[src/rtl/if_pc_control_pkg.sv]
// ---------------------------------------------------------------------------
// if_pc_control_pkg
//
// Shared pipeline definitions for the fetch stage. The IF/ID register and the
// hazard unit also decode the fetch state, so the state encoding and the
// default instruction-memory size are kept here rather than in the IF block.
//
// Contents:
//   IF_RUN / IF_REDIRECT / IF_HALT  - fetch state encoding (2 bits)
//   IF_MEM_WORDS_DEFAULT            - default instruction-memory depth (words)
//   pc_out_of_range()               - true when a word index is past memory
// ---------------------------------------------------------------------------
package if_pc_control_pkg;

    // Fetch state encoding. Kept as plain constants so older blocks that
    // compare against raw 2-bit values keep working.
    localparam logic [1:0] IF_RUN      = 2'd0;
    localparam logic [1:0] IF_REDIRECT = 2'd1;
    localparam logic [1:0] IF_HALT     = 2'd2;

    // Default number of instruction-memory words.
    localparam int unsigned IF_MEM_WORDS_DEFAULT = 32'd1024;

    // A word index at or beyond the memory depth has run off the end of the
    // program. Both operands are 32-bit unsigned.
    function automatic logic pc_out_of_range(input logic [31:0] pc,
                                             input int unsigned mem_words);
        return (pc >= mem_words);
    endfunction

endpackage

[src/rtl/if_pc_control.sv]
// ---------------------------------------------------------------------------
// if_pc_control
//
// Program-counter control for the instruction-fetch stage. The PC is a word
// index that normally advances by one per cycle. ID can redirect fetch with a
// taken branch or a jump; the hazard unit can freeze fetch with Stall_IF; and
// fetching past the end of instruction memory parks the stage in HALT until
// a redirect or reset.
//
// Parameters:
//   RESET_PC   - word index loaded on reset
//   MEM_WORDS  - instruction-memory depth in words
//
// Ports:
//   clk               in   clock, state updates on rising edge
//   reset             in   asynchronous active-high reset
//   Stall_IF          in   hazard hold, freezes the PC
//   Branch_Taken_ID   in   taken-branch redirect request
//   Branch_Target_ID  in   [31:0] branch target word index
//   Jump_ID           in   jump redirect request
//   Jump_Target_ID    in   [31:0] jump target word index
//   PC_IF             out  [31:0] current fetch word index
//   PC_Plus1_IF       out  [31:0] PC_IF + 1
//   Valid_IF          out  fetched instruction is on the correct path
//   Flush_IF          out  IF/ID register discards its contents
//   Halted            out  fetch has run off the end of memory
// ---------------------------------------------------------------------------
module if_pc_control
    import if_pc_control_pkg::*;
#(
    parameter logic [31:0] RESET_PC  = 32'd0,
    parameter int unsigned MEM_WORDS = IF_MEM_WORDS_DEFAULT
) (
    input  logic        clk,
    input  logic        reset,
    input  logic        Stall_IF,
    input  logic        Branch_Taken_ID,
    input  logic [31:0] Branch_Target_ID,
    input  logic        Jump_ID,
    input  logic [31:0] Jump_Target_ID,
    output logic [31:0] PC_IF,
    output logic [31:0] PC_Plus1_IF,
    output logic        Valid_IF,
    output logic        Flush_IF,
    output logic        Halted
);

    logic [1:0]  state;
    logic [1:0]  state_next;
    logic [31:0] pc;
    logic [31:0] pc_next;
    logic        redirect;
    logic [31:0] redirect_target;

    // Next-PC and next-state selection. Priority is redirect, then halt
    // detection, then stall, then increment. A redirect wins even in HALT and
    // under a stall; when branch and jump arrive together the branch target is
    // used. Halt detection looks at the current PC, so a redirect to an
    // out-of-range target still spends one cycle in REDIRECT before halting.
    // A stall in REDIRECT holds the PC but still returns to RUN, since the
    // flush has already been delivered.
    always_comb begin
        redirect        = Branch_Taken_ID | Jump_ID;
        redirect_target = Branch_Taken_ID ? Branch_Target_ID : Jump_Target_ID;
        pc_next         = pc;
        state_next      = state;

        if (redirect) begin
            pc_next    = redirect_target;
            state_next = IF_REDIRECT;
        end else if (pc_out_of_range(pc, MEM_WORDS)) begin
            state_next = IF_HALT;
        end else if (state == IF_HALT) begin
            state_next = IF_HALT;
        end else if (Stall_IF) begin
            state_next = IF_RUN;
        end else begin
            pc_next    = pc + 32'd1;
            state_next = IF_RUN;
        end
    end

    // State and PC register. Reset drops any pending redirect or halt and
    // restarts fetch at RESET_PC in RUN.
    always_ff @(posedge clk or posedge reset) begin
        if (reset) begin
            state <= IF_RUN;
            pc    <= RESET_PC;
        end else begin
            state <= state_next;
            pc    <= pc_next;
        end
    end

    assign PC_IF       = pc;
    assign PC_Plus1_IF = pc + 32'd1;
    assign Valid_IF    = (state == IF_RUN);
    assign Flush_IF    = (state == IF_REDIRECT);
    assign Halted      = (state == IF_HALT);

endmodule

[config.mk]
export PLATFORM = sky130hd
export DESIGN_NAME = if_pc_control
export DESIGN_NICKNAME = d
export VERILOG_FILES = /design/src/rtl/if_pc_control_pkg.sv /design/src/rtl/if_pc_control.sv
export SDC_FILE = /design/constraint.sdc
export NUM_CORES = 1
export LEC_CHECK = 0
export CAP_MARGIN = 20
export CORE_MARGIN = 2
export CORE_UTILIZATION = 39
export CTS_CLUSTER_DIAMETER = 100
export DETAILED_ROUTE_END_ITERATION = 6
export PLACE_DENSITY = 0.81
export REMOVE_ABC_BUFFERS = 1
export SLEW_MARGIN = 20
export SYNTH_ARGS = -nofsm -noshare
export SYNTH_HDL_FRONTEND = slang
export SYNTH_SLANG_ARGS = --single-unit
[constraint.sdc]
create_clock -name clk -period 7.4 [get_ports clk]
set_input_delay 0.74 -clock clk [delete_from_list [all_inputs] [get_ports clk]]
set_output_delay 0.74 -clock clk [all_outputs]
set_load 0.05 [all_outputs]
# --- Word-level counts from Yosys, hierarchy flattened ---
# Index checks and enable logic that the tools add are counted.
op_classes:
  n_lt_le_gt_ge: 1
  muxes: 8
  n_eq_ne: 5
  shifts: 0
  div: 0
  n_addsub: 1
  mul: 0
  bitwise: 1
  reduce_logical: 2
ops:
  columns: ["cell", "count"]
  rows:
  - ["32-bit two-way mux", 5]
  - ["32-bit by 1-bit adder with 32-bit output (second input constant)", 1]
  - ["32-bit by 11-bit >= comparator with 1-bit output (second input constant)", 1]
  - ["2-bit two-way mux", 3]
  - ["2-bit by 1-bit != test with 1-bit output (second input constant)", 2]
  - ["3-bit AND reduction", 1]
  - ["2-bit by 1-bit == test with 1-bit output (second input constant)", 1]
  - ["2-bit == test (second input constant)", 1]
  - ["2-bit logical NOT", 1]
  - ["2-bit != test (second input constant)", 1]
  - ["1-bit OR", 1]
word_totals:
  mem_count: 0
  inputBits: 69
  out_inout_bits: 67
  latchBits: 0
  word_cells: 20
  mem_bits_rw: 0
  romBits: 0
  regBits: 34

# --- Logic depth before layout (Yosys ltp) ---
# Gate-level depths: netlist of run 1.
depth:
  depth_word: 5
  ltp_mapped: 7

# --- Worst setup path after synthesis of run 1 ---
# No wires, ideal clock.
synth_path:
  kind: "reg-to-output"
  start: "reg pc[12] (netlist: PC_IF[12])"
  end: "out PC_Plus1_IF[24]"
  stages_incl_launch_ff: 6
  t_arrival_ns: 2.826
  required_time_ns: 6.660
  slack_ns: 3.834
  path_cell_list: "dfrtp_1 clkbuf_1 nand4_1 nor4_2 nand4_1 xnor2_1"
synth_between:
  elab_chain_cells: 1
synth_lines:
  columns: ["element", "line", "source"]
  rows:
  - ["start: declaration", "if_pc_control.sv:50", "logic [31:0] pc;"]
  - ["start signal: assignment", "if_pc_control.sv:91", "pc <= pc_next;"]
  - ["32-bit by 1-bit adder with 32-bit output", "if_pc_control.sv:96", "assign PC_Plus1_IF = pc + 32'd1;"]
  - ["end: declaration", "if_pc_control.sv:42", "output logic [31:0] PC_Plus1_IF,"]
# No other way between the ends.

# --- Final worst setup path of run 1 ---
layout_path:
  start: "reg pc[12] (netlist: PC_IF[12])"
  end: "out PC_Plus1_IF[30]"
# Same word-level chain as after synthesis.

==> impl_metrics.csv, run 1 <==
group,metric,value,unit
status,status,"complete, no violations",
sta,maxSlewViolCount,0,
floorplanning,die_w,83.4,um
sta,fin_crit,3990,ps
cts,max-clock-path-buffers,2,
place,dp.final_hpwl,5.95,mm
yosys,yosysTopAreaCellShare,34.6,%
global_routing,grt_pass1_vias,2717,
floorplanning,core,0.00599,mm2
finish,fillers,518,
min_path,min_path_type,"flip-flop to flip-flop",
route,wl_per_cell,16.5,um
cts,cts_sinks,34,
sta,tns,0,ps
power,cellLeakagePower,0.00154,uW
route,first_iter_violations,128,
cts,post_cts_buffers,0,
sta,grt_setup_unrepaired,"false",
min_path,min_path_cells,2,
floorplanning,die_h,83.4,um
power,powerDensity,180,mW/mm2
global_routing,grt_max_degree,64,
setup_path,critical_path_class,"flip-flop to output port",
cts,clk_latency,290,ps
yosys,yosysMostFrequentCell,"dfrtp_1",
yosys,yosysTopAreaCell,"dfrtp_1",
yosys,syn_area,0.00246,mm2
yosys,seq_area_frac_synth,34.6,%
run,cap_violations,0,
floorplanning,start_util,41.0,%
route,first_pass_iters,4,
finish,drive_gt1_share,3.15,%
floorplanning,rows,28,
cts,htreeDepth,2,
yosys,synth_common_cells,"dfrtp_1 (34), nand2_1 (31), xnor2_1 (22)",
route,highest_layer,"met4",
yosys,synth_area_leaders,"dfrtp_1 (35%), mux2i_1 (8.6%), xnor2_1 (7.8%), nand2_1 (4.7%), o21ai_0 (3.9%)",
setup_path,r2r-start,"PC_IF[25]",
setup_path,cp-start-kind,"flip-flop",
cts,root_buffer,"clkbuf_8",
yosys,synth_flop_cell,"dfrtp_1",
setup_path,crit_fanout,10,
yosys,async_reset_ff_share,100,%
cts,cts_hold_buf,0,
route,drc,0,
yosys,ys_seq_elements,34,
power,ir_drop,0.100,mV
setup_path,reg2reg_depth,4,
place,place_congestion,0.819,
finish,syn2layout_area_growth,60.1,%
floorplanning,dieArea,0.00695,mm2
yosys,synth.distinct_cells,36,
power,p_total,707,uW
yosys,synth.avg_cell_area,8.59,um2
cts,cts_made_buffers,5,
setup_path,crit_required,6660,ps
route,wl,8.06,mm
setup_path,cp-end-kind,"output port",
sta,fmax,251,MHz
min_path,worst_hold_startpoint,"PC_IF[0]",
global_routing,antenna_found_initial,0,
sta,timing.final.hold_violations,0,
cts,cts_tree,"done",
sta,worst_pin_slew,1020,ps
cts,cts_resized,0,
route,ant_nets,0,
global_routing,overflow,0,
yosys,synth-edff-count,0,
route,route.met2.wl,3.91,mm
sta,fin_crit_sh,53.9,%
global_routing,grt_pass1_wl,13.2,mm
setup_path,crit_arrival,3250,ps
route,vias,2667,
sta,slew_headroom,32.1,%
yosys,yosysWarnings,0,
global_routing,track_usage,23.3,%
floorplanning,top_level_ports,136,
route,wl_met3,642,um
route,wl_met1,3.39,mm
setup_path,reg2reg_setup_slack,4730,ps
min_path,holdPathEnd,"PC_IF[0]",
route,via_per_inst,5.47,
yosys,synth_cells,286,
sta,skew,8.05,ps
finish,antennaDiodeCount,0,
place,io_buffers,135,
finish,nets,483,
setup_path,r2r_end,"PC_IF[6]",
sta,setup_violations,0,
setup_path,crit_path_start,"PC_IF[12]",
cts,clk_pin_slew,70,ps
[worst max-delay path, cell delays in order, from the launching register on]
cell and delay [ps]:
dfrtp_1 480, nand4_1 310, nor4_2 860, nand4_1 210
xnor2_1 240, clkdlybuf4s50_1 870
[power by group]
group	internal (uW)	total, uW	switching [uW]
sequential	203	236	33.2
combinational	126	325	199
clock	75.1	145	70.2
total	405	707	302
[how the worst max path moves through the flow]
stage	endpoint	slack (ps)	cells after the start
after floorplan	PC_Plus1_IF[24]	3900	4
after global routing	PC_Plus1_IF[31]	3210	5
after detailed placement	PC_Plus1_IF[30]	3780	5
after CTS	PC_Plus1_IF[30]	3460	5
after global placement	PC_Plus1_IF[26]	3980	5
final	PC_Plus1_IF[30]	3410	5
[kinds of logic after synthesis]
group | synth area share, %
and+or+nand+nor | 26.0
adders and majority gates | 1.02
muxes | 8.56
DFF | 34.6
xor gates and xnor gates | 10.7
buffers and inverters | 4.74
AOI/OAI and AO/OA | 14.4
[registers in the layout, summed over array words and instances (netlist names)]
register / cells
state: 2
PC_IF: 32
[through the flow]
stage               cells  util [%]  hold slack (ps)  cell area (um2)  setup WS [ps]
detailed placement    480      64.1              652             3840           3780
global placement      480      64.1              625             3840           3980
CTS                   488      65.6              666             3930           3460
global route          488      65.6              706             3930           3210
finish                488      65.6              663             3930           3410
floorplan             267         -              849             2380           3900
[final cells by class]
type	count	area (um2)	share of cell area, %
clock buffer	7	86.3	2.20
sequential	34	851	21.6
tap	75	93.8	2.39
clock inverter	1	5.00	0.127
inverter	10	37.5	0.955
timing repair buffer	138	1370	34.8
multi-input combinational	223	1490	37.9
[placed cells by master (no fill, tap or decap), drive strengths merged, types with 5 or more instances in the layout]
| master | netlist | final |
|---|---|---|
| dfrtp | 34 | 34 |
| nand4 | 12 | 12 |
| clkbuf | 17 | 7 |
| nor2b | 9 | 9 |
| o211ai | 5 | 5 |
| nor2 | 10 | 10 |
| nand3 | 16 | 16 |
| clkdlybuf4s50 | 0 | 134 |
| mux2i | 21 | 21 |
| a211oi | 8 | 8 |
| inv | 10 | 10 |
| o31ai | 7 | 7 |
| o21ai | 19 | 19 |
| or4 | 9 | 9 |
| and3 | 5 | 5 |
| nand2 | 31 | 31 |
| nor4 | 9 | 9 |
| a31oi | 7 | 7 |
| xnor2 | 22 | 22 |
| xor2 | 8 | 8 |
[layer usage]
layer	track usage, %	up-vias
met5	0	-
met4	7.15	0
met3	7.36	12
met2	39.4	109
met1	28.4	1248
li1	-	1298
(Power assumes the default switching activity.)
==> run 2, diff against run 1 <==
- CORE_UTILIZATION: 39 -> 35
- PLACE_DENSITY: 0.81 -> 0.77
- clock period: 7.4 -> 3.55 ns (I/O delays scaled with it)
==> run 2 against run 1 <==
Effect of this change: global-route usage shrank 2.7 points; non-clock buffer count up 3; die area up 11%; clock-buffer cell count stayed put; critical path depth is 1 higher; register-to-register slack got worse by 3700 ps; design area grew 0.86%; clock power grew 88%; sequential cell count unchanged; critical path type unchanged; critical endpoint unchanged.
==> impl_metrics.csv, run 2 (synthesis gave the netlist of run 1 again) <==
group,metric,value,unit
setup_path,reg2reg_setup_slack,1080,ps
run,cap_violations,0,
cts,cts_sinks,34,
route,vias,2671,
route,ant_nets,0,
global_routing,track_usage,20.6,%
floorplanning,dieArea,0.00770,mm2
cts,clk_pin_slew,70,ps
floorplanning,die_w,87.8,um
finish,final_cell_area,0.00397,mm2
setup_path,crit_arrival,2930,ps
sta,maxSlewViolCount,0,
global_routing,grt_max_degree,37,
floorplanning,die_h,87.8,um
floorplanning,core,0.00679,mm2
place,place_congestion,0.839,
sta,grt_setup_unrepaired,"false",
place,io_buffers,135,
power,powerDensity,364,mW/mm2
floorplanning,top_level_ports,136,
setup_path,crit_required,3190,ps
global_routing,grt_pass1_wl,12.4,mm
setup_path,cp-start-kind,"flip-flop",
sta,fin_ws,266,ps
setup_path,critPathMaxStageDelay,870,ps
power,cellLeakagePower,0.00155,uW
sta,slew_headroom,63.8,%
min_path,min_path_type,"input port to async pin",
sta,worst_pin_slew,541,ps
finish,final_common_cell,"clkdlybuf4s50_1",
finish,drive_gt1_share,3.37,%
cts,max-clock-path-buffers,2,
place,placed_area,0.00389,mm2
setup_path,cp_slowest_cell,"clkdlybuf4s50_1",
place,post-place-ws,605,ps
global_routing,grt_pass1_vias,2591,
cts,htreeDepth,2,
sta,skew,5.21,ps
route,first_pass_iters,4,
route,drc,0,
route,first_iter_violations,154,
cts,cts_made_buffers,5,
setup_path,critical_path.cell_chain,"ha_1 > nand3_1 > nor2_1 > nand4_1 > xnor2_1 > clkdlybuf4s50_1",
sta,setup_violations,0,
finish,fin_util,58.4,%
setup_path,cp-end-kind,"output port",
finish,antennaDiodeCount,0,
sta,tns,0,ps
power,ir_drop,0.196,mV
finish,nets,486,
cts,cts_hold_buf,0,
place,dp.final_hpwl,6.04,mm
cts,post_cts_buffers,0,
setup_path,critical_path_class,"flip-flop to output port",
cts,cts_tree,"done",
setup_path,path_buf_inv,1,
global_routing,grt_use_met3,5.66,%
global_routing,busiest_layer,"met2",
setup_path,r2r-start,"PC_IF[17]",
sta,fin_crit_sh,92.5,%
finish,syn2layout_area_growth,61.4,%
setup_path,crit_fanout,7,
floorplanning,rows,30,
cts,root_buffer,"clkbuf_8",
sta,fin_crit,3280,ps
global_routing,use_met2,33.7,%
global_routing,overflow,0,
cts,clk_latency,290,ps
sta,timing.final.hold_violations,0,
setup_path,crit_family,"buffers and inverters",
route,wl,8.00,mm
setup_path,reg2reg_depth,4,
sta,fmax,305,MHz
cts,cts_resized,0,
status,status,"complete, no violations",
route,via_per_inst,5.23,
global_routing,use_met1,26.2,%
setup_path,r2r_end,"PC_IF[4]",
global_routing,antenna_found_initial,0,
route,wl_per_cell,15.7,um
floorplanning,start_util,36.2,%
finish,layout_common_cells,"clkdlybuf4s50_1 (134), dfrtp_1 (34), nand2_1 (31)",
finish,largest_reg_flops,32,
==> run 2: area by class of cell <==
cell class / instances / area [um2]
clock buffers: 7 / 76.3
fillers: 634 / 2830
inverters: 10 / 37.5
multi-input cells: 223 / 1490
flip-flops and latches: 34 / 851
well taps: 96 / 120
repair buffers: 141 / 1390
==> run 2: worst max path at each step <==
stage	startpoint	endpoint	cells after the start	slack, ps
after CTS	PC_IF[0]	PC_Plus1_IF[30]	6	280
after detailed placement	PC_IF[0]	PC_Plus1_IF[30]	6	610
after global placement	PC_IF[2]	PC_Plus1_IF[25]	5	710
final	PC_IF[0]	PC_Plus1_IF[30]	6	270
after global routing	PC_IF[0]	PC_Plus1_IF[30]	6	60
after floorplan	PC_IF[12]	PC_Plus1_IF[24]	4	430
==> run 2: power by group <==
group | switching [uW] | internal [uW]
Combinational | 415 | 264
Sequential | 70.3 | 424
Clock | 138 | 135
Total | 623 | 822
==> run 2: stage by stage <==
step	total power, uW	hold WS, ps	instances
final	1450	475	511
after global routing	1510	515	511
after CTS	1460	491	511
after detailed placement	1180	641	504
after global placement	1170	615	504
after floorplan	888	464	267
==> run 2: routing by layer <==
| layer | up-vias | share of wire, % | wire length, um |
|---|---|---|---|
| li1 | 1306 | - | - |
| met1 | 1249 | 44 | 3490 |
| met5 | - | 0 | 0 |
| met2 | 103 | 47 | 3790 |
| met4 | 0 | 1.7 | 140 |
| met3 | 13 | 7.3 | 582 |
==> run 2: worst reg2reg max path, stage by stage, from the launching register on <==
cell and delay [ps]:
dfrtp_1 460, or4_1 580, or4b_4 670, or4_1 510, a31oi_1 180
==> edit (settings of run 1) <==
Make the reset (`reset`) synchronous in one clocked block. Comments in the files are not updated.
--- a/src/rtl/if_pc_control.sv
+++ b/src/rtl/if_pc_control.sv
@@ -83,5 +83,5 @@
     // State and PC register. Reset drops any pending redirect or halt and
     // restarts fetch at RESET_PC in RUN.
-    always_ff @(posedge clk or posedge reset) begin
+    always_ff @(posedge clk) begin
         if (reset) begin
             state <= IF_RUN;
Behaviour: differs if reset is asserted again (counterexample within 4 cycles, from zero or initial values and one cycle with reset high); with reset held inactive, the same outputs for 10 cycles.
==> edit against run 1 <==
Power is 14% lower. Sequential share of layout area is 3.2 points lower. Largest cell class unchanged. Wire length down 5.7%. Count of clock-buffer cells in the layout stayed put. Sequential cell count is the same. Cell count is 0.41% lower. Fmax is 2.8% higher. Worst setup slack improved by 110 ps. Largest power group unchanged. Final area fell by 6.0%. Synthesized area down 9.8%. Global-route usage grew 0.95 points.
==> edit: results (changes against run 1) <==
CTS Buffer Depth - 2 (unchanged)
Synth cell types - 45 (+25%)
Worst ir drop on vdd - 0.115 mV (+15%)
Launch point of the worst hold path - PC_IF[1]
Share of cells above drive strength 1 - 3.86% (+0.72 points)
Top cells by area, synth - dfxtp_1, xnor2_1, nor2_1
Crit path largest cell delay - 820 ps (-50 ps)
Synth top cells by count - nor2_1, dfxtp_1, xnor2_1
CTS buffer count - 5 (unchanged)
Initial DRC Count - 151 (+18%)
Routed len/inst - 15.6 um (-5.3%)
Root Buffer - clkbuf_8
Status - finished clean
Clock power frac - 23.4% (+2.8 points)
Syn. warnings - 0 (unchanged)
DRT Pass-1 Iters - 5 (+1)
Final net count - 484 (+0.21%)
Initial antenna violation count - 0 (unchanged)
Synth Area in Compound Gates - 20.8% (+6.4 points)
Pre-CTS setup slack - 3820 ps (+37.3 ps)
Max-slew headroom - 40.7% (+8.6 points)
DP Area - 3600 um2 (-6.2%)
Flop pwr share - 35.8% (+2.4 points)
Proportion of synthesized area in mux cells - 5.42% (-3.1 points)
Post-CTS sizing - 0 (unchanged)
Pleak - 1.39 nW (-10%)
Part of the Yosys area used for sequential elements - 30.7% (-3.9 points)
Vias in the first global route - 2,535 (-6.7%)
Worst-Skew Late Latency - 280 ps
CP arrival - 3140 ps (-110 ps)
Worst setup path start - PC_IF[1]
Async set-reset flop share out of synthesis - 0% (-100 points)
# H-tree levels - 2 (unchanged)
Adder-Cell Fraction of Synth Area - 1.13% (+0.11 points)
Vias/cell - 5.43 (-0.64%)
Post-Synth XOR/XNOR Area - 11.9% (+1.2 points)
Worst Hold Class - reg2reg
Internal power - 0.372 mW (-7.9%)
Final Wtd Congestion - 0.847 (+3.4%)
Setup bufs post-CTS - 0 (unchanged)
Slowest CP cell - clkdlybuf4s50_1
Post-detail-place hpwl - 5630 um (-5.4%)
Max reg flops - 32 (unchanged)
Largest net degree at the start of global routing - 52 (-19%)
R2R Path Start - PC_IF[22]
N_diodes - 0 (unchanged)
Avg Cell Area, Syn - 7.80 um2 (-9.2%)
Top FF cell, synth - dfxtp_1
Delay-heaviest family, CP - simple AND/OR/NAND/NOR gates
PortBufs - 135 (unchanged)
Layout Skew - 4.96 ps (-3.09 ps)
First-pass GRT wire length - 12,200 um (-7.7%)
Power density over the cells - 164 nW/um2 (-8.8%)
Non-filler instance count after layout - 486 (-0.41%)
Crit Path Max Fanout - 6 (-4)
Reg clk slew, reported paths - 70 ps (about the same)
GRT Overall Usage - 24.3% (+0.95 points)
[edit: changes by cell type in the layout (fill, tap and decap cells not counted), sizes merged, moves of 10 or more]
cell,before,now
o21ai,19,9
a21oi,2,21
dfxtp,0,34
dfrtp,34,0
nand2,31,14
a222oi,0,11
nor2,10,51
[edit: final cells by class]
type                    instances  area (um2)
repair buffers                137        1360
flip-flops and latches         34         681
clock buffers                   7        86.3
fillers                       484        1810
inverters                      13        48.8
clock inverters                 1        5.00
well taps                      72        90.1
multi-input cells             222        1420
[edit: layer usage]
layer,track usage [%],part of all wire [%],vias up
met4,6.21,0.89,0
met5,0,0,-
met3,5.45,7.2,8
met2,41.9,50,102
li1,-,-,1289
met1,30.5,42,1240
[edit: worst paths after layout]
| path | endpoint | slack [ps] | cells after the start |
|---|---|---|---|
| max | PC_Plus1_IF[18] | 3520 | 7 |
| min reg2reg | PC_IF[1] | 540 | 2 |
| max reg2reg | PC_IF[23] | 4990 | 5 |
| min | PC_IF[1] | 540 | 2 |
